$ cat src/rtl/cic_interpolator_pkg.sv
// Shared CIC defaults and accumulator sizing.
// Used by both the interpolator and the decimator so the two ends agree.
package cic_interpolator_pkg;

  localparam int CIC_NUM_STAGES = 4;
  localparam int CIC_STG_GSZ    = 8;

  function automatic int cic_acc_width(
    input int isz,
    input int n,
    input int g
  );
    return isz + n * g;
  endfunction

endpackage

$ cat src/rtl/cic_sat_shift.sv
// Arithmetic right shift of the accumulator, then clip to the
// signed output range with a saturation flag.
module cic_sat_shift
  import cic_interpolator_pkg::*;
#(
  parameter int ASZ   = 56,
  parameter int OSZ   = 16,
  parameter int SHIFT = 32
) (
  input  logic signed [ASZ-1:0] din,
  output logic signed [OSZ-1:0] dout,
  output logic                  sat
);

  localparam logic signed [ASZ-1:0] MAXV =
    $signed({{(ASZ-OSZ+1){1'b0}}, {(OSZ-1){1'b1}}});
  localparam logic signed [ASZ-1:0] MINV =
    $signed({{(ASZ-OSZ+1){1'b1}}, {(OSZ-1){1'b0}}});

  logic signed [ASZ-1:0] s;

  assign s = din >>> SHIFT;

  always_comb begin
    dout = s[OSZ-1:0];
    sat  = 1'b0;
    if (s > MAXV) begin
      dout = {1'b0, {(OSZ-1){1'b1}}};
      sat  = 1'b1;
    end else if (s < MINV) begin
      dout = {1'b1, {(OSZ-1){1'b0}}};
      sat  = 1'b1;
    end
  end

endmodule

$ cat src/rtl/cic_interpolator.sv
// CIC interpolator: low-rate combs, zero-stuff, clk-rate integrators,
// then scaled and saturated output register.
module cic_interpolator
  import cic_interpolator_pkg::*;
#(
  parameter int NUM_STAGES = CIC_NUM_STAGES,
  parameter int STG_GSZ    = CIC_STG_GSZ,
  parameter int ISZ        = 24,
  parameter int OSZ        = 16,
  parameter int SHIFT      = (NUM_STAGES-1)*STG_GSZ + (ISZ-OSZ)
) (
  input  logic                  clk,
  input  logic                  reset,
  input  logic                  in_clk,
  input  logic signed [ISZ-1:0] in,
  output logic signed [OSZ-1:0] out,
  output logic                  out_valid,
  output logic                  out_sat,
  output logic                  in_overrun
);

  localparam int ASZ = cic_acc_width(ISZ, NUM_STAGES, STG_GSZ);

  logic [NUM_STAGES:0]   comb_ena;
  logic signed [ASZ-1:0] comb_diff [NUM_STAGES+1];
  logic signed [ASZ-1:0] comb_dly  [NUM_STAGES];
  logic signed [ASZ-1:0] integ     [NUM_STAGES];
  logic signed [ASZ-1:0] stuffed;
  logic signed [OSZ-1:0] sat_out;
  logic                  sat_flag;
  logic                  vld0;

  always_ff @(posedge clk) begin
    if (reset) begin
      comb_ena     <= '0;
      comb_diff[0] <= '0;
    end else begin
      comb_ena <= {comb_ena[NUM_STAGES-1:0], in_clk};
      if (in_clk)
        comb_diff[0] <= {{(ASZ-ISZ){in[ISZ-1]}}, in};
    end
  end

  for (genvar j = 1; j <= NUM_STAGES; j++) begin : g_comb
    always_ff @(posedge clk) begin
      if (reset)
        comb_diff[j] <= '0;
      else if (comb_ena[j-1])
        comb_diff[j] <= comb_diff[j-1] - comb_dly[j-1];
    end
  end

  // Each delay holds the previous sample seen by its stage.
  for (genvar j = 0; j < NUM_STAGES; j++) begin : g_dly
    logic en;
    if (j == 0) begin : g_en0
      assign en = in_clk;
    end else begin : g_enn
      assign en = comb_ena[j-1];
    end
    always_ff @(posedge clk) begin
      if (reset)
        comb_dly[j] <= '0;
      else if (en)
        comb_dly[j] <= comb_diff[j];
    end
  end

  assign stuffed = comb_ena[NUM_STAGES] ?
                   comb_diff[NUM_STAGES] : '0;

  for (genvar i = 0; i < NUM_STAGES; i++) begin : g_int
    logic signed [ASZ-1:0] add;
    if (i == 0) begin : g_a0
      assign add = stuffed;
    end else begin : g_an
      assign add = integ[i-1];
    end
    always_ff @(posedge clk) begin
      if (reset)
        integ[i] <= '0;
      else
        integ[i] <= integ[i] + add;
    end
  end

  cic_sat_shift #(
    .ASZ   (ASZ),
    .OSZ   (OSZ),
    .SHIFT (SHIFT)
  ) u_sat (
    .din  (integ[NUM_STAGES-1]),
    .dout (sat_out),
    .sat  (sat_flag)
  );

  always_ff @(posedge clk) begin
    if (reset) begin
      out       <= '0;
      out_sat   <= 1'b0;
      vld0      <= 1'b0;
      out_valid <= 1'b0;
    end else begin
      out       <= sat_out;
      out_sat   <= sat_flag;
      vld0      <= 1'b1;
      out_valid <= vld0;
    end
  end

  always_ff @(posedge clk) begin
    if (reset)
      in_overrun <= 1'b0;
    else if (in_clk && |comb_ena[NUM_STAGES-1:0])
      in_overrun <= 1'b1;
  end

endmodule

$ cat config.mk
export PLATFORM = sky130hd
export DESIGN_NAME = cic_interpolator
export DESIGN_NICKNAME = d
export VERILOG_FILES = /design/src/rtl/cic_interpolator_pkg.sv /design/src/rtl/cic_sat_shift.sv /design/src/rtl/cic_interpolator.sv
export SDC_FILE = /design/constraint.sdc
export NUM_CORES = 2
export LEC_CHECK = 0
export CORE_MARGIN = 3
export CORE_UTILIZATION = 55
export CTS_BUF_LIST = sky130_fd_sc_hd__clkbuf_16
export DETAILED_ROUTE_END_ITERATION = 10
export HOLD_SLACK_MARGIN = 0.12
export PLACE_DENSITY = 0.71
export SKIP_CTS_REPAIR_TIMING = 1
export SLEW_MARGIN = 20
export SYNTH_ARGS = -nofsm -noshare
export SYNTH_HDL_FRONTEND = slang
export SYNTH_HIERARCHICAL = 1
export SYNTH_SLANG_ARGS = --single-unit
$ cat constraint.sdc
create_clock -name clk -period 4.7 [get_ports clk]
set_input_delay 0.94 -clock clk [delete_from_list [all_inputs] [get_ports clk]]
set_output_delay 0.94 -clock clk [all_outputs]
set_load 0.02 [all_outputs]
==> reports/metrics.yaml <==
logic_synthesis:
  synth-seq-cells: 689
  ys_seq_area_share_pct: 39.42
  synth-edff-count: 440
  syn-cell-area_mm2: 0.04616
  synth-adder-area-share_pct: 11.48
  synth.area.mux_share_pct: 0.1816
  synthCells: 5159
  yosys.area_share.simple_pct: 18.31
  yosysWarnings: 6
  synth_compound_area_share_pct: 19.56
  ys_types: 86
  synth_ff_type: "edfxtp_1"
  synthArstFlopShare_pct: 0
  synth_fp_nets: 5604
  synth_xor_area_share_pct: 6.831
  synth_top_family_by_area: "compound AO/OA/AOI/OAI gates"
  synth_area_per_cell_um2: 8.947
placement:
  place.gp.congestion: 0.9239
  io_buffer_count: 45
  place_area_mm2: 0.04736
  place_hpwl_um: 74530
final_layout:
  layout-drive-gt1-share_pct: 3.786
  fin_area_mm2: 0.05006
  diodes: 0
  multi_input_area_mm2: 0.02603
  finalNetCount: 5531
  regArea_mm2: 0.01820
  syn2layout_area_growth_pct: 8.446
  n_fill_cell: 7202
route:
  routed_wl_um: 97640
  dr_total_vias: 35290
  post-route-drc-count: 0
  drt_pass1_iterations: 7
  ant_nets: 0
  viasPerCell: 5.673
  drt_iter0_drc: 1747
  routedWlPerCell_um: 15.70
worst_setup_path:
  cp-start-kind: "register"
  cp_max_fo: 4
  path_class: "register to register"
  arrival_ps: 4670
  crit_required_ps: 5060
  cp-end-kind: "register"
floorplanning:
  core_area_mm2: 0.08264
  die_w_um: 295.7
  die-area_mm2: 0.08744
  io_pins: 46
  initial_core_util_pct: 55.86
  die_h_um: 295.7
  fp-row-count: 105
grt:
  grt.overflow.total: 0
  grt_pass1_vias: 34600
  grt_pass1_wl_um: 163400
  grt_max_degree: 195
  antenna_found_initial: 0
  grt_usage_pct: 22.27
timing:
  min_period_ps: 4305
  timing.fmax_mhz: 232.3
  tns_ps: 0
  hold_viol: 0
  maxSlewViolCount: 0
  maxSlewHeadroom_pct: 25.03
  final-setup-viol-count: 0
  max_slew.worst_pin.slew_ps: 1125
  fin_crit_sh_pct: 91.59
  rsz0062_at_grt: "false"
  clock_skew_ps: 25.48
clocking:
  clock_latency_ps: 640
  numCtsBuffers: 79
  htree_levels: 3
  cts_tree: "yes"
  clkSinkCount: 689
  clk_path_buf_depth: 3
  root_buffer: "clkbuf_16"
  clkTransAtPathRegs_ps: 60
run_status:
  status: "completed"
pwr:
  p_leak_nw: 21.57
  powerDensity_mw_per_mm2: 318.6
  finalPower_mw: 15.95
  peakVddDrop_v: 0.0003236
flow_run:
  maxCapViolCount: 0
min_path:
  min_path_type: "register to register"
-- placed cells by master, fill, tap and decap left out, types with 82 or more instances in the layout --
cell type,instances
nor2_1,616
ha_1,409
nor3_1,94
dfxtp_1,249
a21oi_1,481
inv_1,297
nand2_1,329
xor2_1,168
nand3_1,88
a21o_1,257
and2_1,284
edfxtp_1,440
o21ai_0,201
o21bai_1,82
xnor2_1,192
nand4_1,109
-- cell usage after synthesis, types with 37 or more instances --
cell type | n | area (µm²)
o21ai_1 | 49 | 245.2
ha_1 | 409 | 5117
a21oi_1 | 481 | 2407
o21ai_0 | 201 | 1006
xnor2_1 | 192 | 1682
clkbuf_1 | 214 | 803.3
a31oi_1 | 47 | 294.0
xor2_1 | 168 | 1471
and3_1 | 41 | 256.5
nand4_1 | 109 | 681.9
dfxtp_1 | 249 | 4985
o21a_1 | 37 | 277.8
o31ai_1 | 40 | 300.3
nor2b_1 | 74 | 462.9
nor3_1 | 94 | 470.5
nor2_1 | 616 | 2312
nand2_1 | 331 | 1242
inv_1 | 285 | 1070
and2_1 | 284 | 1777
a21o_1 | 257 | 1929
nand3_1 | 88 | 440.4
o21bai_1 | 82 | 615.6
edfxtp_1 | 440 | 13210
-- cell families (layout without fill, tap and decap cells) --
kind of cell | Yosys count | in the layout
compound gates | 1415 | 1415
xor+xnor | 360 | 360
fa+ha+maj | 418 | 418
buf+inv | 514 | 505
flops | 689 | 689
mux | 8 | 8
simple gates | 1755 | 1755
-- power by group --
| part | switching (mW) | internal [mW] |
|---|---|---|
| sequential | 0.144 | 6.76 |
| clock | 2.54 | 3.79 |
| combinational | 1.60 | 1.12 |
-- cell type report --
class / instances / area share (%)
clock buffers: 80 / 3.999
clock inverters: 65 / 1.400
inverters: 287 / 2.152
multi-input cells: 3956 / 51.99
flip-flops and latches: 689 / 36.35
well taps: 1070 / 2.674
repair buffers: 73 / 1.427
-- stage by stage --
| step | hold slack [ps] | util (%) | worst slack [ps] | std cells |
|---|---|---|---|---|
| floorplan | 413.8 | - | 1284 | 5159 |
| global route | 455.8 | 60.58 | 228.4 | 6220 |
| global placement | 434.8 | 57.31 | 611.0 | 6075 |
| CTS | 448.5 | 60.58 | 463.3 | 6220 |
| detailed placement | 435.2 | 57.31 | 527.6 | 6075 |
| finish | 443.7 | 60.58 | 395.3 | 6220 |
-- critical path, stage by stage, from the launching register on --
cell and delay (ps):
edfxtp_1 330, inv_1 70, ha_1 220, fa_1 380, nor2b_1 180, o31a_1 170, o41a_1 250, a31oi_1 190
nor4b_1 690, buf_4 250, nor3_1 60, o41ai_1 620, nand3_1 220, o21ai_1 190, xnor2_1 140, nor2_1 60
-- registers in the layout, summed over array words and instances (netlist names) --
signal      count
integ         224
vld0            1
out            16
in_overrun      1
comb_ena        5
out_valid       1
out_sat         1
comb_dly      192
comb_diff     248
-- worst paths after layout --
path                         from               end  slack [ps]  depth (start not counted)
setup reg to reg  comb_diff[1][0]  comb_diff[2][52]         400                         15
hold reg to reg              vld0         out_valid         440                          1
setup / recovery  comb_diff[1][0]  comb_diff[2][52]         400                         15
hold / removal               vld0         out_valid         440                          1
-- per-layer routing --
layer  global-route usage, %  wire length [µm]  up-vias
met4                   9.023              3906        0
met2                   40.09             47780      580
met3                   2.284              2473      229
met1                   27.33             43480    16150
li1                        -                 -    18330
met5                       0                 0        -
Power figures use the tool's default switching activity.
